File: src/rtl/pong_game_ctrl.sv
`default_nettype none
// ============================================================================
// Module      : pong_game_ctrl
// Description : Game sequencer for the pong top level. Holds the left/right
//               score counters, gates the ball through an
//               ATTRACT / SERVE_WAIT / PLAY / POINT / GAME_OVER state machine,
//               and times the serve delay and point hold in video frames.
//               Frames are counted on rising edges of vsync.
// Revision    : 1.0 - initial release
// ----------------------------------------------------------------------------
// Ports
//   clk          in   pixel clock, single clock domain
//   reset        in   asynchronous active-low reset (0 = reset)
//   vsync        in   vertical sync level, synchronous to clk
//   start        in   start/coin button level
//   miss_left    in   ball left the field past the left paddle (pulse)
//   miss_right   in   ball left the field past the right paddle (pulse)
//   left_score   out  left player score [3:0]
//   right_score  out  right player score [3:0]
//   ball_enable  out  ball motion/visibility enable
//   serve        out  one-cycle pulse: centre and launch the ball
//   serve_dir    out  launch direction, 0 = toward left, 1 = toward right
//   game_over    out  high while in GAME_OVER
//   state        out  current state encoding [2:0], for debug
// ============================================================================
module pong_game_ctrl #(
  parameter int unsigned WIN_SCORE   = 11,  // 1..15
  parameter int unsigned SERVE_DELAY = 60,  // frames, 0..255
  parameter int unsigned POINT_HOLD  = 30   // frames, 0..255
) (
  input  logic       clk,
  input  logic       reset,
  input  logic       vsync,
  input  logic       start,
  input  logic       miss_left,
  input  logic       miss_right,
  output logic [3:0] left_score,
  output logic [3:0] right_score,
  output logic       ball_enable,
  output logic       serve,
  output logic       serve_dir,
  output logic       game_over,
  output logic [2:0] state
);

  // --------------------------------------------------------------------------
  // Constants
  // --------------------------------------------------------------------------
  // A zero frame count is treated as one frame so every timed state still
  // waits for a real frame boundary before leaving.
  localparam logic [3:0] c_win_score  = WIN_SCORE[3:0];
  localparam logic [7:0] c_serve_load = (SERVE_DELAY == 0) ? 8'd1 : SERVE_DELAY[7:0];
  localparam logic [7:0] c_hold_load  = (POINT_HOLD == 0)  ? 8'd1 : POINT_HOLD[7:0];

  typedef enum logic [2:0] {
    ST_ATTRACT    = 3'd0,
    ST_SERVE_WAIT = 3'd1,
    ST_PLAY       = 3'd2,
    ST_POINT      = 3'd3,
    ST_GAME_OVER  = 3'd4
  } state_t;

  // --------------------------------------------------------------------------
  // Registers and wires
  // --------------------------------------------------------------------------
  state_t     r_state;
  state_t     w_state_next;

  logic       r_vsync_q;
  logic       r_edge_valid;
  logic       r_start_q;

  logic [7:0] r_frame_cnt;
  logic [7:0] w_frame_cnt_next;
  logic [3:0] r_left_score;
  logic [3:0] w_left_next;
  logic [3:0] r_right_score;
  logic [3:0] w_right_next;
  logic       r_serve_dir;
  logic       w_serve_dir_next;
  logic       r_serve;
  logic       w_serve_next;
  logic       r_ball_enable;
  logic       r_game_over;

  logic       w_tick;
  logic       w_start_p;
  logic [3:0] w_left_inc;
  logic [3:0] w_right_inc;

  // --------------------------------------------------------------------------
  // Edge detection
  // --------------------------------------------------------------------------
  // r_edge_valid stays low for the first clock after reset release, so a
  // vsync that is already high when reset lifts is taken as the current
  // level rather than as a new rising edge.
  always_ff @(posedge clk or negedge reset) begin
    if (!reset) begin
      r_vsync_q    <= 1'b0;
      r_edge_valid <= 1'b0;
      r_start_q    <= 1'b0;
    end else begin
      r_vsync_q    <= vsync;
      r_edge_valid <= 1'b1;
      r_start_q    <= start;
    end
  end

  assign w_tick    = vsync & ~r_vsync_q & r_edge_valid;
  assign w_start_p = start & ~r_start_q;

  // Saturating score increments
  assign w_left_inc  = (r_left_score  == 4'hF) ? 4'hF : r_left_score  + 4'd1;
  assign w_right_inc = (r_right_score == 4'hF) ? 4'hF : r_right_score + 4'd1;

  // --------------------------------------------------------------------------
  // State register
  // --------------------------------------------------------------------------
  always_ff @(posedge clk or negedge reset) begin
    if (!reset) begin
      r_state <= ST_ATTRACT;
    end else begin
      r_state <= w_state_next;
    end
  end

  // --------------------------------------------------------------------------
  // Next-state and datapath decisions
  // --------------------------------------------------------------------------
  always_comb begin
    w_state_next     = r_state;
    w_frame_cnt_next = r_frame_cnt;
    w_left_next      = r_left_score;
    w_right_next     = r_right_score;
    w_serve_dir_next = r_serve_dir;
    w_serve_next     = 1'b0;

    case (r_state)
      ST_ATTRACT, ST_GAME_OVER: begin
        if (w_start_p) begin
          w_left_next      = 4'd0;
          w_right_next     = 4'd0;
          w_serve_dir_next = 1'b0;
          w_frame_cnt_next = c_serve_load;
          w_state_next     = ST_SERVE_WAIT;
        end
      end

      ST_SERVE_WAIT: begin
        if (w_tick) begin
          // Leave on the tick that brings the count to zero.
          if (r_frame_cnt <= 8'd1) begin
            w_frame_cnt_next = 8'd0;
            w_serve_next     = 1'b1;
            w_state_next     = ST_PLAY;
          end else begin
            w_frame_cnt_next = r_frame_cnt - 8'd1;
          end
        end
      end

      ST_PLAY: begin
        // The next serve goes toward the player who just conceded.
        // A simultaneous miss on both sides is scored as miss_left only.
        if (miss_left) begin
          w_right_next     = w_right_inc;
          w_serve_dir_next = 1'b0;
          if (w_right_inc == c_win_score) begin
            w_state_next = ST_GAME_OVER;
          end else begin
            w_frame_cnt_next = c_hold_load;
            w_state_next     = ST_POINT;
          end
        end else if (miss_right) begin
          w_left_next      = w_left_inc;
          w_serve_dir_next = 1'b1;
          if (w_left_inc == c_win_score) begin
            w_state_next = ST_GAME_OVER;
          end else begin
            w_frame_cnt_next = c_hold_load;
            w_state_next     = ST_POINT;
          end
        end
      end

      ST_POINT: begin
        if (w_tick) begin
          if (r_frame_cnt <= 8'd1) begin
            w_frame_cnt_next = c_serve_load;
            w_state_next     = ST_SERVE_WAIT;
          end else begin
            w_frame_cnt_next = r_frame_cnt - 8'd1;
          end
        end
      end

      default: begin
        w_state_next = ST_ATTRACT;
      end
    endcase
  end

  // --------------------------------------------------------------------------
  // Registered datapath and outputs
  // --------------------------------------------------------------------------
  // ball_enable and game_over are decoded from the next state so they change
  // in the same cycle the state register does.
  always_ff @(posedge clk or negedge reset) begin
    if (!reset) begin
      r_frame_cnt   <= 8'd0;
      r_left_score  <= 4'd0;
      r_right_score <= 4'd0;
      r_serve_dir   <= 1'b0;
      r_serve       <= 1'b0;
      r_ball_enable <= 1'b0;
      r_game_over   <= 1'b0;
    end else begin
      r_frame_cnt   <= w_frame_cnt_next;
      r_left_score  <= w_left_next;
      r_right_score <= w_right_next;
      r_serve_dir   <= w_serve_dir_next;
      r_serve       <= w_serve_next;
      r_ball_enable <= (w_state_next == ST_PLAY);
      r_game_over   <= (w_state_next == ST_GAME_OVER);
    end
  end

  assign left_score  = r_left_score;
  assign right_score = r_right_score;
  assign ball_enable = r_ball_enable;
  assign serve       = r_serve;
  assign serve_dir   = r_serve_dir;
  assign game_over   = r_game_over;
  assign state       = r_state;

endmodule
`default_nettype wire

File: config.mk
export PLATFORM = sky130hd
export DESIGN_NAME = pong_game_ctrl
export DESIGN_NICKNAME = d
export VERILOG_FILES = /design/src/rtl/pong_game_ctrl.sv
export SDC_FILE = /design/constraint.sdc
export NUM_CORES = 1
export LEC_CHECK = 0
export CAP_MARGIN = 40
export CORE_ASPECT_RATIO = 0.8
export CORE_UTILIZATION = 45
export CTS_BUF_LIST = sky130_fd_sc_hd__clkbuf_4 sky130_fd_sc_hd__clkbuf_8
export DETAILED_ROUTE_END_ITERATION = 6
export PLACE_DENSITY = 0.68
export SLEW_MARGIN = 20
export SYNTH_ARGS = -nofsm -noshare
export SYNTH_HDL_FRONTEND = slang
export SYNTH_SLANG_ARGS = --single-unit
File: constraint.sdc
create_clock -name clk -period 2.3 [get_ports clk]
set_input_delay 0.69 -clock clk [delete_from_list [all_inputs] [get_ports clk]]
set_output_delay 0.69 -clock clk [all_outputs]
set_load 0.1 [all_outputs]
### After elaboration in Yosys (flattened, before gate mapping)

Index checks and enable logic that the tools add are counted.

| word-level totals | value |
|---|---|
| input bits | 6 |
| ROM bits | 0 |
| bits in latches | 0 |
| output and inout port bits | 15 |
| memories kept | 0 |
| register bits | 26 |
| RAM bits | 0 |

| cells by class | value |
|---|---|
| add/sub/neg operators | 3 |
| bitwise operators | 5 |
| multiply operators | 0 |
| div/mod/pow operators | 0 |
| shifts and indexed selects | 0 |
| reduce and logical (&&, ||, !) cells | 8 |
| equal/unequal tests | 19 |
| magnitude comparators | 1 |
| mux-type cells | 35 |

Operator list:

| cell | number |
|---|---|
| $mux 8 | 9 |
| $pmux 8 s4 | 1 |
| $mux 3 | 9 |
| $mux 4 | 6 |
| $eq 4x4->1 const B | 4 |
| $pmux 4 s2 | 2 |
| $ne 2x2->1 const B | 6 |
| $pmux 3 s4 | 1 |
| $eq 3x2->1 const B | 3 |
| $ne 3x3->1 const B | 3 |
| $add 4x1->4 const B | 2 |
| $le 8x1->1 const B | 1 |
| $sub 8x1->8 const B | 1 |
| $reduce_and 7->1 | 1 |
| $eq 3x3->1 const B | 2 |
| $mux 1 | 6 |
| $reduce_and 3->1 | 2 |
| $reduce_and 4->1 | 1 |
| $reduce_bool 4->1 | 1 |
| $and 1x1->1 | 3 |
| $eq 3x1->1 const B | 1 |
| $logic_not 3->1 | 1 |
| $not 1->1 | 2 |
| $pmux 1 s2 | 1 |
| 2 further kinds | 2 |

### Depth between registers and ports, before layout

| depth | value |
|---|---|
| depth after elaboration | 8 |
| depth in mapped cells | 7 |
| depth with buffers taken out | 7 |

### Least setup slack after synthesis

Ideal clock, no wire load.

| path | value |
|---|---|
| kind | reg2reg |
| from | register r_left_score[0], in the netlist left_score[0] |
| to | register r_frame_cnt[6] |
| path slack | -0.298 ns |
| period minus slack after synthesis | 2.598 ns |
| library setup time | 0.124 ns |
| cell stages (with the launch flop) | 8 |
| arrival time | 2.474 ns |
| required time | 2.176 ns |
| cell sequence | dfrtp_1 > ha_1 > or2b_1 > o41ai_4 > a22o_2 > or2_1 > buf_6 > a211o_1 |

| on the way | value |
|---|---|
| cells in the longest elaborated chain, start to end | 5 |
| elaborated cells on any way between the ends | 6 |

Ends and longest elaborated chain:

| item | line | RTL |
|---|---|---|
| start: declaration | 75 | `logic [3:0] r_left_score;` |
| start signal: assignment | 219 | `r_left_score <= w_left_next;` |
| $add 4x1->4 or $eq 4x4->1 (tied branches) | 113 | `assign w_left_inc = (r_left_score == 4'hF) ? 4'hF : r_left_score + 4'd1;` |
| $mux 4 (*) | 113 |  |
| $eq 4x4->1 (*) | 177 | `if (w_left_inc == c_win_score) begin` |
| $ne 3x3->1 (no source line) (*) | -- |  |
| $reduce_and 7->1 (no source line) (*) | -- |  |
| end signal: assignment | 218 | `r_frame_cnt <= w_frame_cnt_next;` |
| end: declaration | 73 | `logic [7:0] r_frame_cnt;` |

Every way passes the cells marked *; elsewhere a longest branch is shown, timed or not.
A chain may end at the register's enable or synchronous reset.

### Final worst setup path

| path | value |
|---|---|
| from | input vsync |
| to | register r_frame_cnt[6] |

| on the way | value |
|---|---|
| cells in the longest elaborated chain, start to end | 4 |
| elaborated cells on any way between the ends | 5 |

Ends and longest elaborated chain:

| item | line | RTL |
|---|---|---|
| start: declaration | 33 | `input logic vsync,` |
| $and 1x1->1 (*) (2 in a row) | 109 | `assign w_tick = vsync & ~r_vsync_q & r_edge_valid;` |
| $ne 2x2->1 (no source line) | -- |  |
| $reduce_and 7->1 (no source line) (*) | -- |  |

Marks and branches as above.

==> metrics.md <==
| Metric | Value |
|---|---|
| Status | finished clean |
| Period utilization | 0.918 |
| #FFs+latches synth | 26 |
| Post-layout nets | between 200 and 250 |
| Die Y-Extent | 54.0 microns |
| Critical Path End Type | flop |
| Kind of critical path | input port to flop |
| Synthesized cell area | between 1500 and 2000 sq um |
| Drt initial violations | 65 |
| Drt pass-1 iters | 4 |
| Number of fill cells in the layout | between 200 and 250 |
| Clk Latency, worst-skew pair | 270 ps |
| CP Launch Point | vsync |
| WL/cell | ~15 microns |
| Switching share of power | 0.502 |
| IO Pins | 21 |
| Ys flop type | dfrtp_1 |
| Clock transition at path regs | 90 ps |
| Setup WS post-layout | 189 ps |
| Worst path required time | 2460 ps |
| Flop pwr share | 0.316 |
| Vias per cell | a little under 6 |
| Gates resized, CTS repair | 0 |
| Max VDD drop | ~1.1 mV |
| Worst R2R Start | left_score[0] |
| Starting Density | 0.483 |
| Multi-input logic area | roughly 790 sq um |
| Distinct cell type count after synthesis | 49 |
| Leakage | between 0.8 and 0.9 nW |
| RD Place Congestion | 0.858 |
| Area Overhead vs Synth | 26.9% |
| Final min period | approximately 2100 ps |
| Mapped Nets | around 170 |
| Tot GR Track Use | 0.225 |
| Most frequent cells in the layout | dfrtp_1, buf_4, nor2_1 |
| Clk pwr share | 0.131 |
| Final non-filler cell area | just under 2000 sq um |
| HP Class | flop to flop |
| H-Tree Depth | 1 |
| Hold Vio Cnt, Final | 0 |
| Total power draw | between 2 and 2.5 mW |
| Core region area | ~3200 sq um |
| Synth Instances | about 160 |
| Detail Placement HPWL | roughly 2700 microns |
| Non-filler instance count after layout | about 230 |
| Die Footprint | between 3000 and 4000 sq um |
| First-pass GRT wire length | approximately 5900 microns |
| Initial antenna violation count | 0 |
| Yosys warns | 0 |
| Gr ovfl total | 0 |
| Largest net degree at the start of global routing | 27 |
| Root Buffer Master | clkbuf_8 |
| ANT cells | 0 |
| Post-route DRC | 0 |
| Total wire length | between 3000 and 4000 microns |
| Vias | around 1300 |
| Cells after DPL | between 200 and 250 |
| Final ANT Viol Nets | 0 |
| PwrDens | 1190 nW/um^2 |
| Net Sw Power | around 1.2 mW |
| Comb power frac | 0.554 |
| CTS tree | done |
| Critical Path Fanout Max | 5 |
| R2R setup slack | roughly 200 ps |
| Number of global-route vias before repair | about 1300 |
| Dpl ws | -106 ps |
| Clk sinks | 26 |
| Clock Path Buffers | 2 |
| Fin Clk Skew | ~2.1 ps |
| Sequential fraction of the synthesis area | 0.428 |
| Final setup violating endpoints | 0 |
| Die width | between 60 and 70 microns |
| Reg area | ~660 sq um |
| EDFF count, synth | 0 |
| Internal | around 1.1 mW |
| Setup Fix Bufs, Post-CTS | 0 |
| FMAX | approximately 0.47 GHz |
| Port bufs | 20 |
| Num CTS Buffers | 3 |
| Placed cell areas | around 1900 sq um |
| Number of hold buffers added after cts | 0 |
| Hold slack | roughly 500 ps |
| HP Start | r_frame_cnt[7] |
| Unrepaired setup endpoints after global routing | no |
| Max cap viols | 0 |
| Critical Path AT | around 2300 ps |
| Worst setup SP type | input port |
| Syn_area_per_cell | slightly below 10 sq um |
| Row cnt | 18 |
| Async set-reset flop share out of synthesis | 1.00 |
| Pins Over Slew Limit | 0 |
| Layout cell share with drive strength beyond 1 | 0.266 |
==> registers in the layout, indices dropped and copies added (netlist names) <==
register / cells
game_over: 1
serve: 1
state: 3
left_score: 4
r_edge_valid: 1
ball_enable: 1
serve_dir: 1
r_vsync_q: 1
r_frame_cnt: 8
r_start_q: 1
right_score: 4
==> per-layer routing <==
| layer | share of wire | track usage | vias to the layer above |
|---|---|---|---|
| li1 | - | - | 651 |
| met1 | 0.48 | 0.299 | 643 |
| met2 | 0.44 | 0.343 | 49 |
| met3 | 0.065 | 0.0614 | 4 |
| met4 | 0.014 | 0.0993 | 0 |
| met5 | 0 | 0 | - |
==> cells in the mapped netlist, types with 2 or more instances <==
master / count / area (sq um)
a211o_1: 2 / 17.5
nand3_1: 4 / 20.0
nor4_1: 2 / 12.5
or3_1: 2 / 12.5
a41oi_1: 2 / 17.5
or2b_1: 2 / 15.0
dfrtp_1: 26 / 651
ha_1: 4 / 50.1
buf_6: 2 / 22.5
o21ai_0: 13 / 65.1
and3_1: 2 / 12.5
mux2i_1: 2 / 20.0
a31oi_1: 4 / 25.0
or4_1: 3 / 22.5
nand2_1: 9 / 33.8
nor2_1: 15 / 56.3
a21oi_1: 14 / 70.1
nor3_1: 5 / 25.0
o31ai_1: 4 / 30.0
inv_1: 12 / 45.0
==> cell type report <==
| class | instances | share of cell area |
|---|---|---|
| clock buffer | 4 | 0.0285 |
| inverter | 12 | 0.0233 |
| multi-input combinational | 117 | 0.409 |
| sequential | 26 | 0.340 |
| tap | 40 | 0.0259 |
| timing repair buffer | 33 | 0.174 |
==> kinds of logic (layout without fill, tap and decap cells) <==
kind of cell             Yosys count  count (layout)  synth area share
AND/OR/NAND/NOR                   60              60             0.247
AO/OA/AOI/OAI                     48              48             0.211
flip-flops                        26              26             0.428
buffers and inverters             15              49            0.0534
adder cells (fa/ha/maj)            4               4            0.0329
multiplexers                       3               3            0.0206
other                              1               1           0.00246
XOR/XNOR                           1               1           0.00576
==> power by group through the flow <==
stage               sequential [mW]  combinational (mW)  clock, mW
floorplan                      1.14               0.498          0
global placement              0.720                1.24          0
detailed placement            0.727                1.27          0
CTS                           0.718                1.27      0.310
global route                  0.742                1.36      0.328
finish                        0.723                1.27      0.299
==> stage by stage <==
step           TNS, ps  utilization
2_1_floorplan        0            -
3_3_place_gp     -51.8        0.595
3_5_place_dp      -423        0.595
4_1_cts              0        0.612
5_1_grt              0        0.612
6_report             0        0.612
==> final timing paths <==
path | cells after the start | endpoint
max | 6 | r_frame_cnt[6]
min | 1 | r_frame_cnt[7]
min reg2reg | 1 | r_frame_cnt[7]
max reg2reg | 7 | r_frame_cnt[5]
max in group asynchronous | 2 | right_score[0]
min in group asynchronous | 2 | r_frame_cnt[2]
==> worst max-delay path: stages <==
cell and delay, ps:
clkdlybuf4s50_1 480, and3b_2 240, a21oi_2 70, a41o_1 220, or2_1 270, a211o_1 310
No activity file was read; power rests on OpenSTA's default activity.
